--- src/rtl/fetch_stage_if.sv ---
// Instruction-memory port of the fetch stage: one request per cycle,
// responses return in order, one per accepted request.
interface fetch_stage_if #(
   parameter int ADDRESS     = 32,
   parameter int INSTRUCTION = 32
);
   logic                   imem_req_valid;
   logic [ADDRESS-1:0]     imem_req_addr;
   logic                   imem_req_ready;
   logic                   imem_rsp_valid;
   logic [INSTRUCTION-1:0] imem_rsp_data;

   modport master (
      output imem_req_valid,
      output imem_req_addr,
      input  imem_req_ready,
      input  imem_rsp_valid,
      input  imem_rsp_data
   );

   modport slave (
      input  imem_req_valid,
      input  imem_req_addr,
      output imem_req_ready,
      output imem_rsp_valid,
      output imem_rsp_data
   );
endinterface

--- src/rtl/fetch_stage.sv ---
// IF-stage producer: issues PCs to instruction memory, queues returned words with their PCs.
// Latency: memory latency + 1 cycle to presentation; credit-limited issue, redirect/load obey IF/ID controls.

// Generic flushable FIFO; head is combinational, caller guarantees no overflow/underflow.
module fifo #(
   parameter int W     = 8,
   parameter int DEPTH = 2
) (
   input  logic                       clk,
   input  logic                       rst_n,
   input  logic                       flush,
   input  logic                       push,
   input  logic [W-1:0]               push_dat,
   input  logic                       pop,
   output logic [W-1:0]               head_dat,
   output logic [$clog2(DEPTH+1)-1:0] count
);
   localparam int PW = (DEPTH > 1) ? $clog2(DEPTH) : 1;
   localparam int CW = $clog2(DEPTH+1);

   logic [W-1:0]  mem [DEPTH];
   logic [PW-1:0] wr_ptr;
   logic [PW-1:0] rd_ptr;

   function automatic logic [PW-1:0] ptr_inc(input logic [PW-1:0] p);
      return (p == PW'(DEPTH-1)) ? '0 : p + 1'b1;
   endfunction

   always_ff @(posedge clk or negedge rst_n) begin
      if (!rst_n) begin
         wr_ptr <= '0;
         rd_ptr <= '0;
         count  <= '0;
      end else if (flush) begin
         wr_ptr <= '0;
         rd_ptr <= '0;
         count  <= '0;
      end else begin
         if (push) wr_ptr <= ptr_inc(wr_ptr);
         if (pop)  rd_ptr <= ptr_inc(rd_ptr);
         count <= count + CW'(push) - CW'(pop);
      end
   end

   always_ff @(posedge clk) begin
      if (push && !flush) mem[wr_ptr] <= push_dat;
   end

   assign head_dat = mem[rd_ptr];
endmodule

module fetch_stage #(
   parameter int               ADDRESS     = 32,
   parameter int               INSTRUCTION = 32,
   parameter logic [ADDRESS-1:0] RESET_PC  = '0,
   parameter int               DEPTH       = 2
) (
   input  logic                   clk,
   input  logic                   rst_n,
   fetch_stage_if.master          imem,
   input  logic                   next_select,
   input  logic                   branch_result,
   input  logic                   Jalr,
   input  logic [ADDRESS-1:0]     target_addr,
   input  logic                   load,
   output logic [ADDRESS-1:0]     pre_address_fetch,
   output logic [INSTRUCTION-1:0] instruction_fetch,
   output logic                   fetch_valid
);
   localparam int FCW = $clog2(DEPTH+1);
   // Dropped responses stack on top of live ones across back-to-back redirects.
   localparam int CW  = FCW + 4;

   typedef struct packed {
      logic [ADDRESS-1:0]     pc;
      logic [INSTRUCTION-1:0] instr;
   } fetch_entry_t;

   logic [ADDRESS-1:0] pc;
   logic               started;
   logic [CW-1:0]      outstanding;
   logic [CW-1:0]      drop_cnt;
   logic [CW:0]        credit_used;
   logic               redirect;
   logic               issue;
   logic               rsp_keep;
   logic               head_pop;
   logic [ADDRESS-1:0] tag_head;
   logic [FCW-1:0]     tag_count;
   logic [FCW-1:0]     data_count;
   fetch_entry_t       push_entry;
   fetch_entry_t       head_entry;

   assign redirect    = next_select | branch_result | Jalr;
   assign credit_used = {1'b0, outstanding - drop_cnt} + (CW+1)'(data_count);

   // started keeps the request line low for the first cycle out of reset.
   assign imem.imem_req_valid = started && !redirect && (credit_used < (CW+1)'(DEPTH));
   assign imem.imem_req_addr  = pc;
   assign issue               = imem.imem_req_valid && imem.imem_req_ready;

   assign rsp_keep = imem.imem_rsp_valid && (drop_cnt == '0) && !redirect && (tag_count != '0);
   assign head_pop = fetch_valid && !load && !redirect;

   assign push_entry.pc    = tag_head;
   assign push_entry.instr = imem.imem_rsp_data;

   always_ff @(posedge clk or negedge rst_n) begin
      if (!rst_n) begin
         started     <= 1'b0;
         pc          <= RESET_PC;
         outstanding <= '0;
         drop_cnt    <= '0;
      end else begin
         started <= 1'b1;
         if (redirect)   pc <= target_addr;
         else if (issue) pc <= pc + ADDRESS'(4);
         outstanding <= outstanding + CW'(issue) - CW'(imem.imem_rsp_valid);
         if (redirect)
            drop_cnt <= outstanding - CW'(imem.imem_rsp_valid);
         else if (imem.imem_rsp_valid && drop_cnt != '0)
            drop_cnt <= drop_cnt - 1'b1;
      end
   end

   fifo #(.W(ADDRESS), .DEPTH(DEPTH)) u_tag_q (
      .clk      (clk),
      .rst_n    (rst_n),
      .flush    (redirect),
      .push     (issue),
      .push_dat (pc),
      .pop      (rsp_keep),
      .head_dat (tag_head),
      .count    (tag_count)
   );

   fifo #(.W($bits(fetch_entry_t)), .DEPTH(DEPTH)) u_data_q (
      .clk      (clk),
      .rst_n    (rst_n),
      .flush    (redirect),
      .push     (rsp_keep),
      .push_dat (push_entry),
      .pop      (head_pop),
      .head_dat (head_entry),
      .count    (data_count)
   );

   assign fetch_valid       = (data_count != '0);
   assign pre_address_fetch = fetch_valid ? head_entry.pc    : '0;
   assign instruction_fetch = fetch_valid ? head_entry.instr : '0;
endmodule

--- src/flat_wrapper.sv ---
// flat-port wrapper written by rule: the top's interface ports become plain ports
module fetch_stage_flat 
#(
   parameter int               ADDRESS     = 32,
   parameter int               INSTRUCTION = 32,
   parameter logic [ADDRESS-1:0] RESET_PC  = '0,
   parameter int               DEPTH       = 2
)
  (clk, rst_n, next_select, branch_result, Jalr, target_addr, load, pre_address_fetch, instruction_fetch, fetch_valid, imem_imem_req_valid, imem_imem_req_addr, imem_imem_req_ready, imem_imem_rsp_valid, imem_imem_rsp_data);
  fetch_stage_if #(.ADDRESS(ADDRESS), .INSTRUCTION(INSTRUCTION)) imem_i ();
  input  logic clk;
  input  logic rst_n;
  input  logic next_select;
  input  logic branch_result;
  input  logic Jalr;
  input  logic [ADDRESS-1:0] target_addr;
  input  logic load;
  output logic [ADDRESS-1:0] pre_address_fetch;
  output logic [INSTRUCTION-1:0] instruction_fetch;
  output logic fetch_valid;
  output wire logic [$bits(imem_i.imem_req_valid)-1:0] imem_imem_req_valid;
  output wire logic [$bits(imem_i.imem_req_addr)-1:0] imem_imem_req_addr;
  input wire logic [$bits(imem_i.imem_req_ready)-1:0] imem_imem_req_ready;
  input wire logic [$bits(imem_i.imem_rsp_valid)-1:0] imem_imem_rsp_valid;
  input wire logic [$bits(imem_i.imem_rsp_data)-1:0] imem_imem_rsp_data;
  assign imem_imem_req_valid = imem_i.imem_req_valid;
  assign imem_imem_req_addr = imem_i.imem_req_addr;
  assign imem_i.imem_req_ready = imem_imem_req_ready;
  assign imem_i.imem_rsp_valid = imem_imem_rsp_valid;
  assign imem_i.imem_rsp_data = imem_imem_rsp_data;
  fetch_stage #(.ADDRESS(ADDRESS), .INSTRUCTION(INSTRUCTION), .RESET_PC(RESET_PC), .DEPTH(DEPTH)) u_core (.clk(clk), .rst_n(rst_n), .imem(imem_i), .next_select(next_select), .branch_result(branch_result), .Jalr(Jalr), .target_addr(target_addr), .load(load), .pre_address_fetch(pre_address_fetch), .instruction_fetch(instruction_fetch), .fetch_valid(fetch_valid));
endmodule
--- config.mk ---
export PLATFORM = sky130hd
export DESIGN_NAME = fetch_stage_flat
export DESIGN_NICKNAME = d
export VERILOG_FILES = /design/src/rtl/fetch_stage_if.sv /design/src/rtl/fetch_stage.sv /design/src/flat_wrapper.sv
export SDC_FILE = /design/constraint.sdc
export NUM_CORES = 1
export LEC_CHECK = 0
export CAP_MARGIN = 20
export CORE_MARGIN = 4
export CORE_UTILIZATION = 25
export DETAILED_ROUTE_END_ITERATION = 8
export PLACE_DENSITY = 0.47
export SYNTH_ARGS = -nofsm -noshare
export SYNTH_HDL_FRONTEND = slang
export SYNTH_SLANG_ARGS = --single-unit
--- constraint.sdc ---
create_clock -name clk -period 5.8 [get_ports clk]
set_input_delay 1.16 -clock clk [delete_from_list [all_inputs] [get_ports clk]]
set_output_delay 1.16 -clock clk [all_outputs]
set_load 0.005 [all_outputs]
======== Word level (Yosys, flattened, before mapping) ========
Memories as Yosys holds them, arrays and structs flattened.
Cells that the tools add are included.
operators by class
  $add $sub $neg .......................... 15
  multipliers ............................. 0
  div/mod/pow operators ................... 0
  $lt $le $gt $ge ......................... 1
  equal/unequal tests ..................... 0
  shift-type cells ........................ 0
  mux-type cells .......................... 24
  bitwise gates (word level) .............. 2
  reductions and logical operators ........ 21
operators with widths
  operator               number
  $mux 32                4
  $add 32x3->32 const B  1
  $mux 1                 16
  $mux 6                 2
  $reduce_bool 2->1      6
  $sub 6x1->6            2
  $logic_and 1x1->1      11
  $add 6x2->7            1
  $lt 7x2->1 const B     1
  $add 6x1->6            1
  $logic_not 6->1        1
  $reduce_bool 6->1      1
  $sub 6x1->6 const B    1
  $sub 6x6->6            1
  $add 1x1->1 const B    4
  $add 2x1->2            2
  $mux 2                 2
  $sub 2x1->2            2
  $logic_not 1->1        2
  $or 1x1->1             2
word-level totals
  bits in registers ....................... 53
  bits in latches ......................... 0
  memory bits (writable) .................. 192
  ROM bits ................................ 0
  input port bits ......................... 72
  output and inout port bits .............. 98
  word-level logic and storage cells ...... 75
  memories kept ........................... 2
memories
  name                 words  width  read ports  clocked after memory_dff  wr ports  RTL line           text
  u_core.u_data_q.mem  2      64     1           0                         1         fetch_stage.sv:21  logic [W-1:0] mem [DEPTH];
  u_core.u_tag_q.mem   2      32     1           0                         1         fetch_stage.sv:21

======== Longest topological paths before layout ========
  word-level depth ........................ 9
  depth in mapped cells ................... 18
  gate-level depth less buffers ........... 17

======== Cells and area by module ========
Synthesis repeated with hierarchy kept, for this count alone.
unflattened totals
  cell total of the unflattened synthesis .. 759
  area, all modules ....................... 11,174.5 um2
by module, submodules not included
  module                  instances  cells an instance  area an instance (um2)  sequential area each (um2)
  fifo (u_core.u_data_q)  1          216                5,031.1                 3,943.8
  fetch_stage             1          426                3,474.6                 1,126.1
  fifo (u_core.u_tag_q)   1          117                2,668.8                 2,021.9

======== Worst setup path before layout ========
Ideal clock, no wire load.
  kind .................................... in2reg
  start ................................... in branch_result
  end ..................................... mem u_core.u_data_q.mem[0][0] (netlist name) (enable)
  arrival ................................. 4.886 ns
  data required time ...................... 5.314 ns
  slack ................................... 0.428 ns
  stages .................................. 5
  cell sequence ........................... nor3_1 > clkbuf_1 > clkbuf_1 > nand2_1 > nor2_1
between the ends
  word-level cells in the longest chain between the ends .. 8
ends and longest elaborated chain
  what                              RTL line                               text
  start, declared                   flat_wrapper.sv:14                     input logic branch_result;
  $or 1x1->1 (*) (2 in series)      fetch_stage.sv:94                      assign redirect = next_select | branch_result | Jalr;
  $logic_not 1->1 (*)               fetch_stage.sv:46, fetch_stage.sv:102
  $logic_and 1x1->1 (2 in series)   fetch_stage.sv:102                     assign rsp_keep = imem.imem_rsp_valid && (drop_cnt == '0) && !redirect && (tag_count != '0);
  $logic_and 1x1->1 (*)             fetch_stage.sv:46                      if (push && !flush) mem[wr_ptr] <= push_dat;
  $mux 1 (*)                        fetch_stage.sv:46
  $mux 1 (implied by the code) (*)  fetch_stage.sv:46
  end, declared                     fetch_stage.sv:21
Mark *: on every way between the ends. The rest lies on a longest branch, timed or not.

======== Worst setup path in the final report ========
  start ................................... reg u_core.drop_cnt[0]
  end ..................................... out imem_imem_req_valid
between the ends
  word-level cells in the longest chain between the ends .. 4
ends and longest elaborated chain
  what                    RTL line            text
  start, declared         fetch_stage.sv:82   logic [CW-1:0] drop_cnt;
  start signal, assigned  fetch_stage.sv:120  drop_cnt <= outstanding - CW'(imem.imem_rsp_valid);
  start signal, assigned  fetch_stage.sv:122  drop_cnt <= drop_cnt - 1'b1;
  $sub 6x6->6             fetch_stage.sv:95   assign credit_used = {1'b0, outstanding - drop_cnt} + (CW+1)'(data_count);
  $add 6x2->7             fetch_stage.sv:95
  $lt 7x2->1              fetch_stage.sv:98   assign imem.imem_req_valid = started && !redirect && (credit_used < (CW+1)'(DEPTH));
  $logic_and 1x1->1       fetch_stage.sv:98
  end, declared           flat_wrapper.sv:21  output wire logic [$bits(imem_i.imem_req_valid)-1:0] imem_imem_req_valid;
No other way between the ends.

==> results.py <==
metrics = {
    "outcome": {
        "outcome": "finished, final reports clean",
    },
    "cells_and_area": {
        "antenna_cells": 0,
        "final_layout_size_suffix_gt1_share_pct": 9.93,
        "finalInstanceArea_um2": 13800,
        "area_growth_pct": 31.0,
        "register_area_um2": 7100,
        "finalNetCount": 1043,
        "fillers": 4178,
        "final_util_pct": 33.1,
        "multi_input_area_um2": 3270,
    },
    "synthesis": {
        "syn_inst": 770,
        "synth_flop_cell": "edfxtp_1",
        "synth_warnings": 0,
        "synth_edf_count": 192,
        "synth_nets": 868,
        "syn_area_per_cell_um2": 13.7,
        "ys_ff_latch": 245,
        "synthDistinctLibCells": 57,
        "syn_area_um2": 10600,
        "yosysTopAreaCellShare_pct": 54.6,
        "netlist.top_cell.by_area": "edfxtp_1",
        "synthArstFlopShare_pct": 21.6,
        "synth-seq-area-share_pct": 67.2,
        "synthTopCellsByArea": "edfxtp_1, dfrtp_1, mux2i_1",
    },
    "timing": {
        "rsz0062_at_grt": "no",
        "fin_skew_ps": 24.9,
        "max_freq_ghz": 0.220,
        "fin_crit_ps": 4540,
        "relSlewSlack_pct": 32.6,
        "maxSlewViolCount": 0,
        "finalSetupViolations": 0,
        "hold_viol": 0,
        "setup_slack_ps": 1260,
        "fin_crit_sh_pct": 78.2,
        "tightest_slew_ps": 1010,
        "finalSetupTns_ps": 0,
    },
    "place": {
        "gp_congestion": 0.768,
        "place_area_um2": 12900,
        "io_buffers": 169,
        "place_worst_setup_slack_ps": 1640,
        "hpwl_um": 18500,
    },
    "floorplan": {
        "ioPinCount": 170,
        "die_w_um": 214,
        "core-area_um2": 41900,
        "num_rows": 75,
        "start_util_pct": 25.2,
        "die_y_um": 214,
        "die-area_um2": 45600,
    },
    "clock_network": {
        "cts_tree": "done",
        "cts_buffers": 28,
        "post_cts_buffers": 0,
        "numClockSinks": 245,
        "htreeDepth": 1,
        "clk_latency_ps": 550,
        "cts_root_buffer": "clkbuf_16",
        "cts_resized": 0,
        "cts_hold_buffers": 0,
        "path_clk_slew_ps": 60,
        "ctsLongestPathBuffers": 3,
    },
    "critical_path": {
        "critPathArrivalTime_ps": 3380,
        "crit_family": "adder cells",
        "cp_max_fo": 6,
        "crit_path_start": "u_core.drop_cnt[0]$_DFFE_PN0P_",
        "cp_slowest_cell": "clkdlybuf4s50_1",
        "crit_chain": "ha_1 -> inv_1 -> fa_1 -> ha_1 -> nand3b_1 -> and4b_1 -> o22ai_1 -> nor4_1 -> clkdlybuf4s50_1",
        "r2r_slack_ps": 1800,
        "crit_end": "imem_imem_req_valid",
        "worstSetupStartpointType": "flip-flop",
        "path_class": "flip-flop to primary output",
        "cpMostUsedCell": "ha_1",
        "crit_cells": 9,
        "r2r-end": "u_core.outstanding[4]$_DFF_PN0_",
        "crit_buf_inv": 2,
        "crit_path_end_kind": "primary output",
        "worstReg2RegStart": "u_core.drop_cnt[0]$_DFFE_PN0P_",
        "cp_slowest_stage_delay_ps": 560,
        "required_ps": 4640,
        "reg2reg_depth": 15,
    },
    "global_routing": {
        "grt_remaining_overflow": 0,
        "antenna_found_initial": 0,
        "globalRouteTotalUtil_pct": 11.6,
        "grt_max_degree": 69,
        "grt_pass1_vias": 6788,
        "grt_pass1_wl_um": 41000,
    },
    "detailed_routing": {
        "first_pass_iters": 4,
        "vias_per_cell": 4.40,
        "drtIter0Drc": 281,
        "wl_per_cell_um": 18.2,
        "drc_errors": 0,
        "wirelength_um": 27500,
        "route.vias.total": 6621,
        "detail-route-antenna-nets": 0,
    },
    "power": {
        "finalPower_mw": 4.61,
        "leakagePower_nw": 4.71,
        "power_density_nw_per_um2": 333,
        "ir_drop_v": 0.000188,
    },
    "min_path": {
        "hp-class": "flip-flop to flip-flop",
    },
    "run": {
        "cap_violations": 0,
    },
}
kinds of logic after synthesis:
kind of cell | count (synthesis) | share of synthesized area, %
xor+xnor | 24 | 1.99
simple gates | 220 | 9.64
buf+inv | 63 | 2.35
compound gates | 95 | 6.05
mux | 96 | 9.48
fa+ha+maj | 26 | 3.29
flops | 245 | 67.2
other cells | 1 | 0.0355
synth_stat cells (6+ instances only):
cell and n:
a21o_1 6, mux2i_1 64, edfxtp_1 192, or3_1 7
inv_1 28, mux2_2 32, o31ai_1 7, nand3_1 12
dfrtp_1 53, nor3_1 10, a31oi_1 13, nor2_1 108
xnor2_1 17, xor2_1 7, and3_1 9, nor4_1 7
o21ai_0 19, a21oi_1 13, o22ai_1 7, buf_1 6
nand2_1 38, clkbuf_1 25, ha_1 23
worst min-delay path by stage:
stage | from | end | slack, ps | cells after the start
global placement | u_core.imem.imem_req_addr[0]$_DFFE_PN0P_ | u_core.u_tag_q.mem[0][0]$_DFFE_PP_ | 510 | 0
global route | u_core.imem.imem_req_addr[0]$_DFFE_PN0P_ | u_core.u_tag_q.mem[0][0]$_DFFE_PP_ | 550 | 0
floorplan | u_core.imem.imem_req_addr[0]$_DFFE_PN0P_ | u_core.u_tag_q.mem[0][0]$_DFFE_PP_ | 490 | 0
detailed placement | u_core.imem.imem_req_addr[0]$_DFFE_PN0P_ | u_core.u_tag_q.mem[1][0]$_DFFE_PP_ | 510 | 0
finish | u_core.imem.imem_req_addr[0]$_DFFE_PN0P_ | u_core.u_tag_q.mem[1][0]$_DFFE_PP_ | 520 | 0
CTS | u_core.imem.imem_req_addr[0]$_DFFE_PN0P_ | u_core.u_tag_q.mem[1][0]$_DFFE_PP_ | 530 | 0
flip-flops by register name (all words and copies together) (netlist names):
name	flops
u_core.u_data_q.wr_ptr	1
u_core.started	1
u_core.imem.imem_req_addr	32
u_core.u_data_q.rd_ptr	1
u_core.u_data_q.mem	128
u_core.u_tag_q.mem	64
u_core.u_data_q.count	2
u_core.drop_cnt	6
u_core.u_tag_q.rd_ptr	1
u_core.u_tag_q.count	2
u_core.u_tag_q.wr_ptr	1
u_core.outstanding	6
power breakdown:
group / total, mW / internal, mW / switching (mW) / leakage [nW]
clock network: 1.77 / 1.07 / 0.696 / 0.439
registers: 2.06 / 1.96 / 0.0944 / 2.36
logic: 0.785 / 0.370 / 0.414 / 1.92
total: 4.61 / 3.40 / 1.20 / 4.71
worst reg2reg max path, delay by kind of cell, from the launching register on:
family / cells / cell delay (ps)
DFF: 1 / 420
adders and majority gates: 5 / 1570
xor gates and xnor gates: 1 / 140
AOI/OAI and AO/OA: 3 / 430
buffers and inverters: 3 / 260
and+or+nand+nor: 3 / 1070
metal layers:
metal / track usage, % / vias to the layer above / wire length (um)
met5: 0 / - / 0
met1: 15.0 / 3198 / 12000
met4: 2.91 / 0 / 580
met3: 2.75 / 45 / 1740
met2: 19.9 / 181 / 13100
li1: - / 3197 / -
per-stage QoR:
stage / hold slack (ps) / cells
finish: 520 / 1506
global route: 546 / 1506
CTS: 526 / 1506
detailed placement: 512 / 1454
global placement: 505 / 1454
floorplan: 486 / 770
layout make-up:
type | instances | share of cell area (%)
sequential | 245 | 51.3
multi-input combinational | 462 | 23.6
timing repair buffer | 180 | 12.8
clock buffer | 38 | 5.34
tap | 539 | 4.87
clock inverter | 14 | 1.34
inverter | 28 | 0.760
layout by cell type (no fill, tap or decap), types with 13 or more instances in the layout:
master,instances
ha_1,23
nand2_1,38
clkdlybuf4s50_1,168
edfxtp_1,192
inv_1,28
nor2_1,104
a31oi_1,13
a21oi_1,13
mux2_2,32
clkbuf_16,28
o21ai_0,19
xnor2_1,17
mux2i_1,64
dfrtp_1,51
Note: power is estimated with default switching activity, not from simulation.
